`config.mk`:
```
export PLATFORM = sky130hd
export DESIGN_NAME = nios_obj_cmd_ctrl
export DESIGN_NICKNAME = d
export VERILOG_FILES = /design/src/rtl/obj_cmd_pkg.sv /design/src/rtl/obj_table_dbuf.sv /design/src/rtl/nios_obj_cmd_ctrl.sv
export SDC_FILE = /design/constraint.sdc
export NUM_CORES = 2
export LEC_CHECK = 0
export ABC_CLOCK_PERIOD_IN_PS = 2900
export CAP_MARGIN = 20
export CORE_MARGIN = 1.5
export CORE_UTILIZATION = 62
export CTS_CLUSTER_DIAMETER = 30
export DETAILED_ROUTE_END_ITERATION = 6
export GPL_ROUTABILITY_DRIVEN = 0
export GPL_TIMING_DRIVEN = 0
export PLACE_DENSITY = 0.75
export SETUP_SLACK_MARGIN = 0.3
export SKIP_CTS_REPAIR_TIMING = 1
export SLEW_MARGIN = 30
export SYNTH_ARGS = -nofsm -noshare
export SYNTH_HDL_FRONTEND = slang
export SYNTH_HIERARCHICAL = 1
export SYNTH_SLANG_ARGS = --single-unit
```
`constraint.sdc`:
```
create_clock -name clk50 -period 2.9 [get_ports clk50]
set_clock_uncertainty 0.05 [all_clocks]
set_input_delay 0.58 -clock clk50 [delete_from_list [all_inputs] [get_ports clk50]]
set_output_delay 0.58 -clock clk50 [all_outputs]
set_load 0.02 [all_outputs]
```
`src/rtl/obj_cmd_pkg.sv`:
```
// Shared types and codes for the Nios object-command controller.
// Covers the object record, the packet opcodes, the handshake codes and the FSM states.
package obj_cmd_pkg;

    typedef struct packed {
        logic       en;
        logic [9:0] x;
        logic [9:0] y;
        logic [3:0] tile;
    } obj_t;

    localparam logic [3:0] OP_SET    = 4'd1;
    localparam logic [3:0] OP_HIDE   = 4'd2;
    localparam logic [3:0] OP_SCROLL = 4'd3;

    // to_hw_sig codes (software -> hardware)
    localparam logic [1:0] HS_IDLE   = 2'b00;
    localparam logic [1:0] HS_DATA   = 2'b01;
    localparam logic [1:0] HS_COMMIT = 2'b10;
    localparam logic [1:0] HS_RST    = 2'b11;

    // to_sw_sig codes (hardware -> software)
    localparam logic [1:0] SW_READY  = 2'b00;
    localparam logic [1:0] SW_ACK    = 2'b01;
    localparam logic [1:0] SW_BUSY   = 2'b10;
    localparam logic [1:0] SW_ERR    = 2'b11;

    typedef enum logic [1:0] {
        ST_IDLE,
        ST_ACK,
        ST_BUSY,
        ST_ERR
    } state_t;

endpackage

```
`src/rtl/obj_table_dbuf.sv`:
```
// Double-buffered object table: software writes the shadow copy, and the whole
// shadow (slots plus scroll) is copied to the active copy on vertical-blank entry.
module obj_table_dbuf
    import obj_cmd_pkg::*;
#(
    parameter int NUM_OBJ  = 16,
    parameter int IDX_W    = 4,
    parameter int V_ACTIVE = 480
) (
    input  logic             clk50,
    input  logic             reset,
    input  logic [9:0]       vc,
    input  logic             commit_pending,
    input  logic             wr_en,
    input  logic [3:0]       wr_op,
    input  logic [IDX_W-1:0] wr_idx,
    input  obj_t             wr_obj,
    input  logic [IDX_W-1:0] rd_idx,
    output obj_t             rd_obj,
    output logic [9:0]       scroll_x,
    output logic             swap,
    output logic [7:0]       frame_cnt
);

    obj_t       shadow [NUM_OBJ];
    obj_t       active [NUM_OBJ];
    logic [9:0] shadow_scroll;
    logic       vblank;
    logic       vblank_d;

    assign vblank = (vc >= 10'(V_ACTIVE));
    assign swap   = vblank && !vblank_d && commit_pending;

    // NOTE: both tables are cleared on reset so the renderer starts with every object hidden.
    always_ff @(posedge clk50) begin
        if (reset) begin
            shadow        <= '{default: '0};
            active        <= '{default: '0};
            shadow_scroll <= '0;
            scroll_x      <= '0;
            vblank_d      <= 1'b0;
            frame_cnt     <= '0;
        end else begin
            vblank_d <= vblank;
            if (wr_en) begin
                case (wr_op)
                    OP_SET:    shadow[wr_idx]    <= wr_obj;
                    OP_HIDE:   shadow[wr_idx].en <= 1'b0;
                    OP_SCROLL: shadow_scroll     <= wr_obj.x;
                    default:   ;
                endcase
            end
            // Shadow is kept after the swap so software only sends deltas.
            if (swap) begin
                active    <= shadow;
                scroll_x  <= shadow_scroll;
                frame_cnt <= frame_cnt + 8'd1;
            end
        end
    end

    assign rd_obj = active[rd_idx];

endmodule

```
`src/rtl/nios_obj_cmd_ctrl.sv`:
```
// Nios PIO command controller: four-phase handshake FSM and 4-byte packet
// assembler feeding the double-buffered object table.
module nios_obj_cmd_ctrl
    import obj_cmd_pkg::*;
#(
    parameter int NUM_OBJ  = 16,
    parameter int IDX_W    = 4,
    parameter int V_ACTIVE = 480
) (
    input  logic             clk50,
    input  logic             reset,
    input  logic [1:0]       to_hw_sig,
    input  logic [7:0]       to_hw_data,
    output logic [1:0]       to_sw_sig,
    input  logic [9:0]       vc,
    input  logic [IDX_W-1:0] rd_idx,
    output logic             obj_en,
    output logic [9:0]       obj_x,
    output logic [9:0]       obj_y,
    output logic [3:0]       obj_tile,
    output logic [9:0]       scroll_x,
    output logic             commit_pending,
    output logic [7:0]       frame_cnt
);

    state_t     state, state_nxt;
    logic [1:0] byte_cnt;
    logic [7:0] b0, b1, b2;
    logic       accept, commit_set, swap;
    logic       last_byte, op_ok, wr_en;
    logic [3:0] op;
    obj_t       wr_obj, rd_obj;

    assign last_byte = (byte_cnt == 2'd3);
    assign op        = b0[7:4];
    assign op_ok     = (op == OP_SET) || (op == OP_HIDE) || (op == OP_SCROLL);

    // The 4th byte comes straight from the bus so the packet applies on its accept edge.
    assign wr_obj = '{en: 1'b1, x: {b2[7:6], b1}, y: {b2[5:0], to_hw_data[7:4]},
                      tile: to_hw_data[3:0]};

    always_ff @(posedge clk50) begin
        if (reset) state <= ST_IDLE;
        else       state <= state_nxt;
    end

    // NOTE: every comb output gets a default first, so no path can infer a latch.
    always_comb begin
        state_nxt  = state;
        accept     = 1'b0;
        commit_set = 1'b0;
        case (state)
            ST_IDLE: begin
                if (to_hw_sig == HS_DATA) begin
                    if (commit_pending) begin
                        state_nxt = ST_BUSY;
                    end else begin
                        accept    = 1'b1;
                        state_nxt = (last_byte && !op_ok) ? ST_ERR : ST_ACK;
                    end
                end else if (to_hw_sig == HS_COMMIT) begin
                    if (byte_cnt != 2'd0) begin
                        state_nxt = ST_ERR;
                    end else if (commit_pending) begin
                        state_nxt = ST_BUSY;
                    end else begin
                        commit_set = 1'b1;
                        state_nxt  = ST_ACK;
                    end
                end
            end
            // Returning to IDLE lets a still-held request be re-examined after the swap.
            ST_BUSY: if (swap) state_nxt = ST_IDLE;
            ST_ACK, ST_ERR: if (to_hw_sig == HS_IDLE) state_nxt = ST_IDLE;
            default: state_nxt = ST_IDLE;
        endcase
        if (to_hw_sig == HS_RST) state_nxt = ST_ACK;
    end

    always_comb begin
        to_sw_sig = SW_READY;
        case (state)
            ST_ACK:  to_sw_sig = SW_ACK;
            ST_BUSY: to_sw_sig = SW_BUSY;
            ST_ERR:  to_sw_sig = SW_ERR;
            default: to_sw_sig = SW_READY;
        endcase
        wr_en = accept && last_byte && op_ok;
    end

    always_ff @(posedge clk50) begin
        if (reset) begin
            byte_cnt       <= '0;
            commit_pending <= 1'b0;
        end else begin
            if (to_hw_sig == HS_RST) byte_cnt <= '0;
            else if (accept)         byte_cnt <= byte_cnt + 2'd1;
            if (commit_set)  commit_pending <= 1'b1;
            else if (swap)   commit_pending <= 1'b0;
        end
    end

    // NOTE: the byte slots need no reset; each is rewritten before the 4th byte reads it.
    always_ff @(posedge clk50) begin
        if (accept) begin
            case (byte_cnt)
                2'd0:    b0 <= to_hw_data;
                2'd1:    b1 <= to_hw_data;
                2'd2:    b2 <= to_hw_data;
                default: ;
            endcase
        end
    end

    obj_table_dbuf #(
        .NUM_OBJ (NUM_OBJ),
        .IDX_W   (IDX_W),
        .V_ACTIVE(V_ACTIVE)
    ) u_dbuf (
        .clk50         (clk50),
        .reset         (reset),
        .vc            (vc),
        .commit_pending(commit_pending),
        .wr_en         (wr_en),
        .wr_op         (op),
        .wr_idx        (b0[IDX_W-1:0]),
        .wr_obj        (wr_obj),
        .rd_idx        (rd_idx),
        .rd_obj        (rd_obj),
        .scroll_x      (scroll_x),
        .swap          (swap),
        .frame_cnt     (frame_cnt)
    );

    assign obj_en   = rd_obj.en;
    assign obj_x    = rd_obj.x;
    assign obj_y    = rd_obj.y;
    assign obj_tile = rd_obj.tile;

endmodule

```
==> flow_summary.yaml <==
status:
  status: "finished, violations left"
  violations: "DRC, setup timing"
setup_path:
  worstSetupPathType: "flop to output pin"
  end_kind: "output pin"
  critPathLaunchType: "flop"
  worst_ep_arrival_time_ns: 2.34
  path_max_fanout: 2
  crit_required_ns: 2.27
global_routing:
  grt_antenna_before_repair: 1
  grt_pass1_vias: 29600
  track_usage: 0.402
  overflow: 0
  grt_pass1_wl_mm: 179
  grt_max_degree: 17
logic_synthesis:
  syn_area_mm2: 0.0359
  synth_area_leaders: "dfxtp_1 47%, mux2i_1 11%, nand2b_1 7.1%, mux4_2 6.3%, a21oi_1 6.2%"
  synth.distinct_cells: 53
  synth_top_area_frac: 0.465
  synth-edff-count: 24
  seq_area_frac_synth: 0.485
  synth_flop_cell: "dfxtp_1"
  syn_inst: 3678
  synthesis.nets: 3713
  yosysWarnings: 6
  async_reset_ff_frac: 0
  synth-seq-cells: 858
  avgSynthCellArea_um2: 9.76
  synth_largest_area_cell: "dfxtp_1"
sta:
  max-slew-margin-rel: 0.430
  setup_slack_ns: -0.0658
  setup_tns_ns: -0.210
  hold_viol: 0
  drv_slew: 0
  setup_viol: 5
  min_period_over_period: 1.02
  fmax_ghz: 0.337
  rsz0062_at_grt: "true"
  layout_min_cycle_time_ns: 2.97
  worst_slew_pin_slew_ns: 0.855
floorplan:
  start_util: 0.624
  num_rows: 88
  ioPinCount: 72
  core_mm2: 0.0575
  die_width_um: 244
  die_area_mm2: 0.0593
  die_y_um: 244
clock_network:
  clk_path_buf_depth: 3
  ctsRootBufferMaster: "clkbuf_16"
  cts_tree: "done"
  numCtsBuffers: 156
  clock_latency_ns: 0.73
  htreeDepth: 4
  clkTransAtPathRegs_ns: 0.05
  cts_sinks: 858
placed_design:
  port_buffers: 64
  post-place-cells: 4507
  dpl.hpwl_mm: 82.4
drt:
  drt_iter0_markers: 3960
  drc_errors: 1
  wire_per_inst_um: 25.6
  routed_wl_mm: 124
  viasPerCell: 6.49
  first_pass_iters: 7
  final_antenna_net_count: 0
  num_vias: 31400
pwr:
  p_leak_nw: 17.5
  power.density_mw_per_mm2: 740
  ir_worst_vdd_uv: 617
cells_and_area:
  nFillCells: 3916
  mostFrequentLayoutCell: "dfxtp_1"
  layoutNonFillerInstCount: 4841
  drive_gt1_frac: 0.171
  fin_nets: 3977
  final_cell_mix: "800 x dfxtp_1, 446 x a21oi_1, 425 x nand3_1"
  areaGrowthSynthToFinish_pct: 23.9
flow_run:
  maxCapViolations: 0
worst_hold_path:
  min_path_type: "input port to flop"
[worst max-delay path, stage by stage (launching register included)]
cell and delay [ns]:
dfxtp_1 0.33, mux4_2 0.49, a22oi_2 0.48, nand2_1 0.12, buf_2 0.18
[metrics by stage]
| step | area (µm²) | setup WS (ns) | utilization | hold slack (ns) | power [mW] |
|---|---|---|---|---|---|
| floorplan | 35900 | 0.296 | - | 0.390 | 12.9 |
| detailed placement | 37500 | -1.37 | 0.653 | 0.405 | 13.4 |
| global placement | 37500 | -1.48 | 0.652 | 0.402 | 13.4 |
| CTS | 43200 | -1.24 | 0.751 | 0.413 | 32.8 |
| global route | 44500 | -0.0748 | 0.773 | 0.371 | 33.6 |
| finish | 44500 | -0.0658 | 0.774 | 0.334 | 32.9 |
[kinds of logic (layout without fill, tap and decap cells)]
| family | Yosys count | count (layout) | synth area share |
|---|---|---|---|
| buffers and inverters | 420 | 815 | 0.0488 |
| adders and majority gates | 9 | 9 | 0.00314 |
| and+or+nand+nor | 956 | 956 | 0.154 |
| DFF | 858 | 858 | 0.485 |
| other | 1 | 4 | 0.000104 |
| AOI/OAI and AO/OA | 946 | 946 | 0.138 |
| xor gates and xnor gates | 2 | 2 | 0.000488 |
| muxes | 486 | 486 | 0.170 |
[final timing paths]
kind                            from            endpoint  slack, ns  cells after the start
setup / recovery  u_dbuf/active[179]            obj_y[0]      -0.07                      4
hold / removal          to_hw_sig[1]      commit_pending       0.33                      4
setup reg to reg      commit_pending  u_dbuf/active[177]       0.33                      6
hold reg to reg    u_dbuf/shadow[23]   u_dbuf/active[23]       0.41                      2
[routing by layer]
layer  part of all wire  wire length [µm]  vias to the layer above  track usage
met1               0.38             47500                    15400        0.519
met2               0.45             55900                     1902        0.609
met4              0.057              7110                        6        0.236
met5             0.0015               188                        -       0.0106
met3               0.11             13300                      442        0.102
li1                   -                 -                    13700            -
[cell usage after synthesis (all sizes together) (2+ instances only)]
master	instances
nor3	7
nor2b	5
or4	4
o21ai	423
clkbuf	342
nand2	29
and2	5
o31ai	20
and3	2
and3b	3
or3b	4
a22oi	50
nand3	440
buf	74
nor4b	2
dfxtp	834
nand4	18
edfxtp	24
a21oi	446
nand3b	4
nor2	10
mux4	100
nor3b	4
or3	3
xnor2	2
nand2b	410
mux2i	385
ha	9
inv	4
[final cells by class]
type                    count  area [µm²]  share of cell area
flip-flops and latches    858       17500               0.393
diodes                      3        7.51            0.000169
clock inverters            91        1270              0.0286
plain buffers             416        2170              0.0487
clock buffers             198        4390              0.0988
inverters                   4        15.0            0.000338
multi-input cells        2400       17000               0.383
repair buffers            106        1150              0.0259
well taps                 765         957              0.0215
[power by group]
part           switching [mW]  internal [mW]  total (mW)
Sequential             0.0184           11.9        11.9
Clock                    6.38           13.1        19.5
Combinational            1.11          0.386        1.50
[state kept, by name, summed over array words and instances (netlist names)]
signal                cells
u_dbuf/active           400
u_dbuf/shadow_scroll     10
commit_pending            1
byte_cnt                  2
state                     2
b2                        8
b1                        8
u_dbuf/shadow           400
b0                        8
u_dbuf/vblank_d           1
u_dbuf/frame_cnt          8
u_dbuf/scroll_x          10
(Power assumes the default switching activity.)
